===== src/rtl/touch_pkg.sv =====
// Shared definitions for the touch hit decoder and downstream game logic.
// Latency: n/a (types, constants and an elaboration-time helper only).
// Backpressure: n/a.
package touch_pkg;

    // Width of a hole index (up to 4x4 holes).
    localparam int IDX_W = 4;

    typedef enum logic [1:0] {
        ST_IDLE     = 2'd0,
        ST_DEBOUNCE = 2'd1,
        ST_CLASSIFY = 2'd2,
        ST_HOLD     = 2'd3
    } state_t;

    // Half-open pixel interval [lo, hi) covered by one cell along one axis.
    // 17 bits so that origin + idx*pitch + cell_w cannot wrap a 16-bit coord.
    typedef struct packed {
        logic [16:0] lo;
        logic [16:0] hi;
    } cell_bounds_t;

    function automatic cell_bounds_t cell_bounds(input int origin,
                                                 input int pitch,
                                                 input int cell_w,
                                                 input int idx);
        cell_bounds_t b;
        b.lo = 17'(origin + idx * pitch);
        b.hi = 17'(origin + idx * pitch + cell_w);
        return b;
    endfunction

endpackage


===== src/rtl/touch_cell_lookup.sv =====
// Maps one coordinate axis onto a cell index (combinational compares, no divider).
// Latency: 0 cycles, purely combinational.
// Backpressure: none; output follows input every cycle.
//
// Ports:
//   coord   : pixel coordinate on this axis
//   in_cell : coordinate lies inside one of the N cells (not in a gap or off-grid)
//   idx     : index of the matching cell, 0 when in_cell is low
module touch_cell_lookup
    import touch_pkg::*;
#(
    parameter int ORIGIN = 40,
    parameter int PITCH  = 240,
    parameter int CELL_W = 200,
    parameter int N      = 3
) (
    input  logic [15:0] coord,
    output logic        in_cell,
    output logic [1:0]  idx
);

    logic [16:0]  w_coord;
    logic [N-1:0] w_match;

    assign w_coord = {1'b0, coord};

    // Cell bounds are elaboration-time constants, so each compare is against
    // a fixed value.
    for (genvar c = 0; c < N; c++) begin : g_cell
        localparam cell_bounds_t B = cell_bounds(ORIGIN, PITCH, CELL_W, c);
        assign w_match[c] = (w_coord >= B.lo) && (w_coord < B.hi);
    end

    // PITCH >= CELL_W keeps cells disjoint, so at most one bit is set.
    always_comb begin
        in_cell = 1'b0;
        idx     = 2'd0;
        for (int c = 0; c < N; c++) begin
            if (w_match[c]) begin
                in_cell = 1'b1;
                idx     = 2'(c);
            end
        end
    end

endmodule


===== src/rtl/touch_hit_decoder.sv =====
// Debounces touch presses and classifies each one as a hit on a mole hole or a miss.
// Latency: valid first sampled in cycle t and stable for DEBOUNCE cycles -> pulse in cycle t+DEBOUNCE+1.
// Backpressure: none; one hit/miss pulse per physical press, no stalling of the touch stream.
//
// Ports:
//   clk, rst         : clock, synchronous active-high reset
//   enable           : game active; gates hit/miss pulses in the classify cycle
//   touch_valid      : finger present, tp_x_coord/tp_y_coord valid
//   hit_valid/idx    : one-cycle hit pulse with hole index row*COLS+col
//   miss_valid       : one-cycle pulse for a press outside every hole
//   hit_x/hit_y      : coords of the last accepted press
//   pressed          : press accepted and not yet released
module touch_hit_decoder
    import touch_pkg::*;
#(
    parameter int X0       = 40,
    parameter int Y0       = 100,
    parameter int CELL_W   = 200,
    parameter int PITCH    = 240,
    parameter int COLS     = 3,
    parameter int ROWS     = 3,
    parameter int DEBOUNCE = 4,
    parameter int RELEASE  = 8,
    parameter int JITTER   = 8
) (
    input  logic             clk,
    input  logic             rst,
    input  logic             enable,
    input  logic             touch_valid,
    input  logic [15:0]      tp_x_coord,
    input  logic [15:0]      tp_y_coord,
    output logic             hit_valid,
    output logic [IDX_W-1:0] hit_idx,
    output logic             miss_valid,
    output logic [15:0]      hit_x,
    output logic [15:0]      hit_y,
    output logic             pressed
);

    localparam int DB_W = $clog2(DEBOUNCE + 1);
    localparam int RL_W = $clog2(RELEASE + 1);

    state_t           r_state;
    logic [DB_W-1:0]  r_cnt;
    logic [RL_W-1:0]  r_rel_cnt;
    logic [15:0]      r_ref_x;
    logic [15:0]      r_ref_y;
    logic             r_hit_valid;
    logic             r_miss_valid;
    logic [IDX_W-1:0] r_hit_idx;
    logic [15:0]      r_hit_x;
    logic [15:0]      r_hit_y;
    logic             r_pressed;

    logic [16:0]      w_x17, w_y17, w_rx17, w_ry17;
    logic [16:0]      w_dx, w_dy;
    logic             w_far;
    logic [DB_W-1:0]  w_cnt_nxt;
    logic [RL_W-1:0]  w_rel_nxt;
    logic             w_col_in, w_row_in;
    logic [1:0]       w_col, w_row;
    logic [IDX_W-1:0] w_idx;

    // Absolute per-axis deviation from the reference point, 17-bit unsigned.
    assign w_x17  = {1'b0, tp_x_coord};
    assign w_y17  = {1'b0, tp_y_coord};
    assign w_rx17 = {1'b0, r_ref_x};
    assign w_ry17 = {1'b0, r_ref_y};
    assign w_dx   = (w_x17 >= w_rx17) ? (w_x17 - w_rx17) : (w_rx17 - w_x17);
    assign w_dy   = (w_y17 >= w_ry17) ? (w_y17 - w_ry17) : (w_ry17 - w_y17);
    // A deviation exactly equal to JITTER is still in tolerance.
    assign w_far  = (w_dx > 17'(JITTER)) || (w_dy > 17'(JITTER));

    assign w_cnt_nxt = r_cnt + DB_W'(1);
    assign w_rel_nxt = r_rel_cnt + RL_W'(1);

    // Classification always works on the debounced reference point.
    touch_cell_lookup #(
        .ORIGIN (X0),
        .PITCH  (PITCH),
        .CELL_W (CELL_W),
        .N      (COLS)
    ) u_col_lookup (
        .coord   (r_ref_x),
        .in_cell (w_col_in),
        .idx     (w_col)
    );

    touch_cell_lookup #(
        .ORIGIN (Y0),
        .PITCH  (PITCH),
        .CELL_W (CELL_W),
        .N      (ROWS)
    ) u_row_lookup (
        .coord   (r_ref_y),
        .in_cell (w_row_in),
        .idx     (w_row)
    );

    assign w_idx = IDX_W'(w_row) * IDX_W'(COLS) + IDX_W'(w_col);

    always_ff @(posedge clk) begin
        if (rst) begin
            r_state      <= ST_IDLE;
            r_cnt        <= '0;
            r_rel_cnt    <= '0;
            r_ref_x      <= '0;
            r_ref_y      <= '0;
            r_hit_valid  <= 1'b0;
            r_miss_valid <= 1'b0;
            r_hit_idx    <= '0;
            r_hit_x      <= '0;
            r_hit_y      <= '0;
            r_pressed    <= 1'b0;
        end else begin
            // Pulses are single-cycle unless re-raised below.
            r_hit_valid  <= 1'b0;
            r_miss_valid <= 1'b0;

            case (r_state)
                ST_IDLE: begin
                    if (touch_valid) begin
                        r_ref_x <= tp_x_coord;
                        r_ref_y <= tp_y_coord;
                        r_cnt   <= DB_W'(1);
                        r_state <= (DEBOUNCE == 1) ? ST_CLASSIFY : ST_DEBOUNCE;
                    end
                end

                ST_DEBOUNCE: begin
                    if (!touch_valid) begin
                        r_cnt   <= '0;
                        r_state <= ST_IDLE;
                    end else if (w_far) begin
                        // Finger moved too far: restart debounce at the new point.
                        r_ref_x <= tp_x_coord;
                        r_ref_y <= tp_y_coord;
                        r_cnt   <= DB_W'(1);
                    end else begin
                        r_cnt <= w_cnt_nxt;
                        if (w_cnt_nxt == DB_W'(DEBOUNCE)) begin
                            r_state <= ST_CLASSIFY;
                        end
                    end
                end

                ST_CLASSIFY: begin
                    // With enable low the press is still consumed, just not reported.
                    if (enable) begin
                        r_hit_x <= r_ref_x;
                        r_hit_y <= r_ref_y;
                        if (w_col_in && w_row_in) begin
                            r_hit_valid <= 1'b1;
                            r_hit_idx   <= w_idx;
                        end else begin
                            r_miss_valid <= 1'b1;
                        end
                    end
                    r_pressed <= 1'b1;
                    r_cnt     <= '0;
                    r_rel_cnt <= '0;
                    r_state   <= ST_HOLD;
                end

                ST_HOLD: begin
                    // Only a full run of RELEASE invalid cycles ends the press;
                    // sliding or bouncing while held never re-triggers.
                    if (touch_valid) begin
                        r_rel_cnt <= '0;
                    end else if (w_rel_nxt == RL_W'(RELEASE)) begin
                        r_rel_cnt <= '0;
                        r_pressed <= 1'b0;
                        r_state   <= ST_IDLE;
                    end else begin
                        r_rel_cnt <= w_rel_nxt;
                    end
                end

                default: r_state <= ST_IDLE;
            endcase
        end
    end

    assign hit_valid  = r_hit_valid;
    assign miss_valid = r_miss_valid;
    assign hit_idx    = r_hit_idx;
    assign hit_x      = r_hit_x;
    assign hit_y      = r_hit_y;
    assign pressed    = r_pressed;

endmodule


===== config.mk =====
export PLATFORM = sky130hd
export DESIGN_NAME = touch_hit_decoder
export DESIGN_NICKNAME = d
export VERILOG_FILES = /design/src/rtl/touch_pkg.sv /design/src/rtl/touch_cell_lookup.sv /design/src/rtl/touch_hit_decoder.sv
export SDC_FILE = /design/constraint.sdc
export NUM_CORES = 1
export LEC_CHECK = 0
export BUFFER_PORTS_ARGS = -buffer_cell sky130_fd_sc_hd__buf_2
export CAP_MARGIN = 40
export CORE_AREA = 8 8 120 122
export DETAILED_ROUTE_END_ITERATION = 8
export DIE_AREA = 0 0 128 130
export HOLD_SLACK_MARGIN = 0.03
export MAX_ROUTING_LAYER = met4
export PLACE_DENSITY = 0.84
export SYNTH_ARGS = -nofsm -noshare
export SYNTH_HDL_FRONTEND = slang
export SYNTH_SLANG_ARGS = --single-unit

===== constraint.sdc =====
create_clock -name clk -period 7.7 [get_ports clk]
set_clock_uncertainty 0.05 [all_clocks]
set_input_delay 1.54 -clock clk [delete_from_list [all_inputs] [get_ports clk]]
set_output_delay 1.54 -clock clk [all_outputs]
set_load 0.1 [all_outputs]

==> impl_metrics.env <==
export IMPL_post_synth_num_cell_types=72
export IMPL_antenna_left=0
export IMPL_path_max_fanout=20
export IMPL_htree_num_levels=3
export IMPL_required_ns=7.85
export IMPL_design_die_area_sq_um=16600
export IMPL_dieHeight_um=130
export IMPL_gr_usage_all_layers=0.265
export IMPL_finalCriticalPeriod_ns=5.83
export IMPL_num_fill_cells=1182
export IMPL_vias_per_cell=6.13
export IMPL_diodes=0
export IMPL_max_cap_viol_count=0
export IMPL_synth_edff_count=0
export IMPL_rr_startpoint="r_ref_y[4]"
export IMPL_end_kind="flop"
export IMPL_ir_worst_vdd_v=0.000174
export IMPL_via_count=7426
export IMPL_routabilityCongestion=1.03
export IMPL_proportion_of_layout_cells_with_a_drive_suffix_above_1=0.104
export IMPL_grt_ovfl_total=0
export IMPL_insertion_delay_ns=0.35
export IMPL_syn_instance_count=996
export IMPL_power_internal_w=0.000869
export IMPL_dominantRegCellSynth="sky130_fd_sc_hd__dfxtp_1"
export IMPL_postSynth_asyncResetShare=0
export IMPL_post_synthesis_sequential_area_ratio=0.219
export IMPL_power_frac_seq=0.330
export IMPL_power_density_of_the_placed_cells_nw_per_um2=172
export IMPL_clockRootBuffer="sky130_fd_sc_hd__clkbuf_16"
export IMPL_worst_slew_pin_slew_ns=0.865
export IMPL_achievable_frequency_mhz=172
export IMPL_numClockSinks=80
export IMPL_grt_antenna_before_repair=0
export IMPL_ff2ff_setup_slack_ns=2.76
export IMPL_switching_share=0.371
export IMPL_final_nets=1152
export IMPL_count_of_input_and_output_buffers=74
export IMPL_finalCritPeriodShare=0.757
export IMPL_synth_nets=1113
export IMPL_drt_drc_violations_left=0
export IMPL_drtIter0Drc=750
export IMPL_whs_path_depth=2
export IMPL_cts_root_to_sink_buffers=2
export IMPL_timing_critical_path_from_type="input pin"
export IMPL_core_rowCount=41
export IMPL_reg2regPathDepth=13
export IMPL_grt_start_max_net_pins=81
export IMPL_clkTransAtPathRegs_ns=0.06
export IMPL_worstPathArrival_ns=5.97
export IMPL_syn_mean_instance_area_sq_um=7.36
export IMPL_dp_hpwl_um=16600
export IMPL_tritoncts_num_buffers=9
export IMPL_via_count_of_the_first_global_routing_pass=6948
export IMPL_clkPwrFrac=0.315
export IMPL_slew_limit_headroom=0.408
export IMPL_layout_cells_non_filler=1212
export IMPL_drt_pass1_iter_count=6
export IMPL_worst_setup_path_startpoint="tp_y_coord[4]"
export IMPL_number_of_warnings_reported_in_the_yosys_synthesis_log=0
export IMPL_global_route_wire_length_before_repair_um=34900
export IMPL_holdBufCountCts=0
export IMPL_totalWireLength_um=21500
export IMPL_detail_route_wl_per_cell_um=17.7
export IMPL_synthDominantCellAreaShare=0.219
export IMPL_post_cts_setup_buffers=0
export IMPL_pwr_share_comb=0.356
export IMPL_synthToLayoutAreaGrowth_pct=9.46
export IMPL_outcome="complete, no violations"
export IMPL_net_switching_power_w=0.000511
export IMPL_criticalPathCategory="input pin to flop"
export IMPL_cts_repair_resized=0
export IMPL_dp_cells=1196
export IMPL_hold_path_class="flop to flop"
export IMPL_post_synth_instance_area_sq_um=7330
export IMPL_static_leakage_power_nw=3.57
export IMPL_setup_violations_final=0
export IMPL_synth_area_leaders="sky130_fd_sc_hd__dfxtp_1, sky130_fd_sc_hd__ha_1, sky130_fd_sc_hd__a21oi_1, sky130_fd_sc_hd__nand2_1, sky130_fd_sc_hd__mux2i_1"
export IMPL_top_level_ports=75
export IMPL_unrepaired_setup_endpoints_after_global_routing="false"
export IMPL_tns_ns=0
export IMPL_holdPathEnd="r_cnt[2]"
export IMPL_hold_path_startpoint="r_cnt[2]"
export IMPL_core_region_area_sq_um=12400
export IMPL_slew_violations=0
export IMPL_tritoncts_clock_tree="done"
export IMPL_ys_ff_latch=80
export IMPL_final_hold_violation_count=0
export IMPL_r2r_end="r_ref_y[1]"
export IMPL_initial_utilization=0.590
export IMPL_fin_hold_ws_ns=0.387
export IMPL_die_width_um=128
export IMPL_yosys_area_top_type="sky130_fd_sc_hd__dfxtp_1"
==> metrics by stage <==
stage,area [sq um],total power [W],setup WS [ns],util
finish,8020,0.00138,1.87,0.646
global route,8020,0.00145,1.50,0.646
CTS,8020,0.00137,1.89,0.646
detailed placement,7720,0.000938,1.54,0.622
global placement,7720,0.000938,1.66,0.622
floorplan,7330,0.000821,2.66,-
==> cell usage in the layout, fill, tap and decap left out, drive strengths merged, types with 4 or more instances in the layout <==
master and count:
nand4 15, or3 5, dfxtp 80, nor2b 12, a21oi 111, and4 5, nor3b 4, and2 9
o31a 5, buf 80, nand2b 15, a22oi 4, nor2 96, a21boi 5, a31oi 5, clkbuf 10
nor3 20, o21bai 5, fa 5, or2 4, a311oi 4, nor4 5, inv 84, xnor2 16
nand2 112, and3 8, a211oi 19, a221oi 4, xor2 5, o211ai 17, a211o 5, a21o 17
mux2i 38, o31ai 9, ha 76, o21ai 50, o21a 12, nand3 21
==> synth_stat cells, types with 3 or more instances <==
master,instances
sky130_fd_sc_hd__nand2_1,112
sky130_fd_sc_hd__a211oi_1,18
sky130_fd_sc_hd__mux2i_1,38
sky130_fd_sc_hd__and4_1,5
sky130_fd_sc_hd__nor3b_1,4
sky130_fd_sc_hd__a221oi_1,4
sky130_fd_sc_hd__o31a_1,5
sky130_fd_sc_hd__and2_1,9
sky130_fd_sc_hd__nand4b_1,3
sky130_fd_sc_hd__nand3_1,21
sky130_fd_sc_hd__nand2b_1,15
sky130_fd_sc_hd__buf_6,3
sky130_fd_sc_hd__a22oi_1,4
sky130_fd_sc_hd__o21ai_0,49
sky130_fd_sc_hd__a21boi_0,5
sky130_fd_sc_hd__buf_2,9
sky130_fd_sc_hd__fa_1,5
sky130_fd_sc_hd__clkbuf_1,37
sky130_fd_sc_hd__o21a_1,12
sky130_fd_sc_hd__o211a_1,3
sky130_fd_sc_hd__or2_2,4
sky130_fd_sc_hd__nor4_1,5
sky130_fd_sc_hd__nor3_1,20
sky130_fd_sc_hd__o21bai_1,5
sky130_fd_sc_hd__o22ai_1,3
sky130_fd_sc_hd__nor2_1,96
sky130_fd_sc_hd__o31ai_1,9
sky130_fd_sc_hd__a21o_1,17
sky130_fd_sc_hd__dfxtp_1,80
sky130_fd_sc_hd__xor2_1,5
sky130_fd_sc_hd__xnor2_1,16
sky130_fd_sc_hd__a31oi_1,5
sky130_fd_sc_hd__o211ai_1,17
sky130_fd_sc_hd__and3_1,8
sky130_fd_sc_hd__inv_1,82
sky130_fd_sc_hd__ha_1,76
sky130_fd_sc_hd__or3_1,5
sky130_fd_sc_hd__nand4_1,15
sky130_fd_sc_hd__a211o_1,5
sky130_fd_sc_hd__a221o_1,3
sky130_fd_sc_hd__a21oi_1,110
sky130_fd_sc_hd__nor2b_1,12
sky130_fd_sc_hd__a311oi_1,4
==> cell families after synthesis <==
family                     share of synthesized area
AOI/OAI and AO/OA                              0.261
adders and majority gates                      0.143
buffers and inverters                         0.0738
DFF                                            0.219
and+or+nand+nor                                0.225
xor gates and xnor gates                      0.0251
muxes                                         0.0534
==> metal layers <==
layer	track usage	share of wire	vias up
met1	0.324	0.43	3444
li1	-	-	3597
met5	-	0	-
met3	0.0588	0.080	47
met4	0.0930	0.027	0
met2	0.425	0.46	338
==> worst max-delay path by stage <==
stage,end,slack [ns],depth (start not counted)
3_5_place_dp,r_ref_y[1],1.54,15
3_3_place_gp,r_ref_x[3],1.66,15
6_report,r_ref_y[1],1.87,15
4_1_cts,r_ref_y[1],1.89,15
5_1_grt,r_ref_y[1],1.50,15
2_1_floorplan,r_ref_y[0],2.66,14
==> flip-flops by register name, indices dropped and copies added, names as in the netlist, named ones only <==
name        flops
hit_valid       1
hit_idx         4
pressed         1
r_ref_x        16
r_cnt           3
hit_y          16
r_ref_y        16
r_rel_cnt       4
miss_valid      1
r_state         1
hit_x          16
==> worst max-delay path, cell delays in order <==
cell,delay (ns)
sky130_fd_sc_hd__buf_2,0.10
sky130_fd_sc_hd__inv_1,0.04
sky130_fd_sc_hd__ha_1,0.46
sky130_fd_sc_hd__o211ai_1,0.15
sky130_fd_sc_hd__a21oi_1,0.32
sky130_fd_sc_hd__o21ai_0,0.27
sky130_fd_sc_hd__a32oi_1,0.71
sky130_fd_sc_hd__o211a_1,0.28
sky130_fd_sc_hd__nor3_1,0.06
sky130_fd_sc_hd__or4b_1,0.52
sky130_fd_sc_hd__nand4bb_4,0.23
sky130_fd_sc_hd__o21ai_4,0.50
sky130_fd_sc_hd__buf_4,0.45
sky130_fd_sc_hd__mux2i_1,0.26
sky130_fd_sc_hd__nor2_1,0.07
==> area by class of cell <==
cell class	count	area (sq um)	share of cell area
clock inverters	6	66.3	0.00827
repair buffers	80	415	0.0518
multi-input cells	782	5180	0.646
flip-flops and latches	80	1600	0.200
well taps	172	215	0.0268
inverters	82	308	0.0384
clock buffers	10	229	0.0285
==> power groups by stage <==
stage	Sequential [W]	Clock [W]	Combinational (W)
global route	0.000457	0.000457	0.000536
detailed placement	0.000463	0	0.000475
finish	0.000455	0.000434	0.000491
CTS	0.000454	0.000439	0.000479
floorplan	0.000452	0	0.000369
global placement	0.000463	0	0.000475
Note: power is estimated with default switching activity, not from simulation.
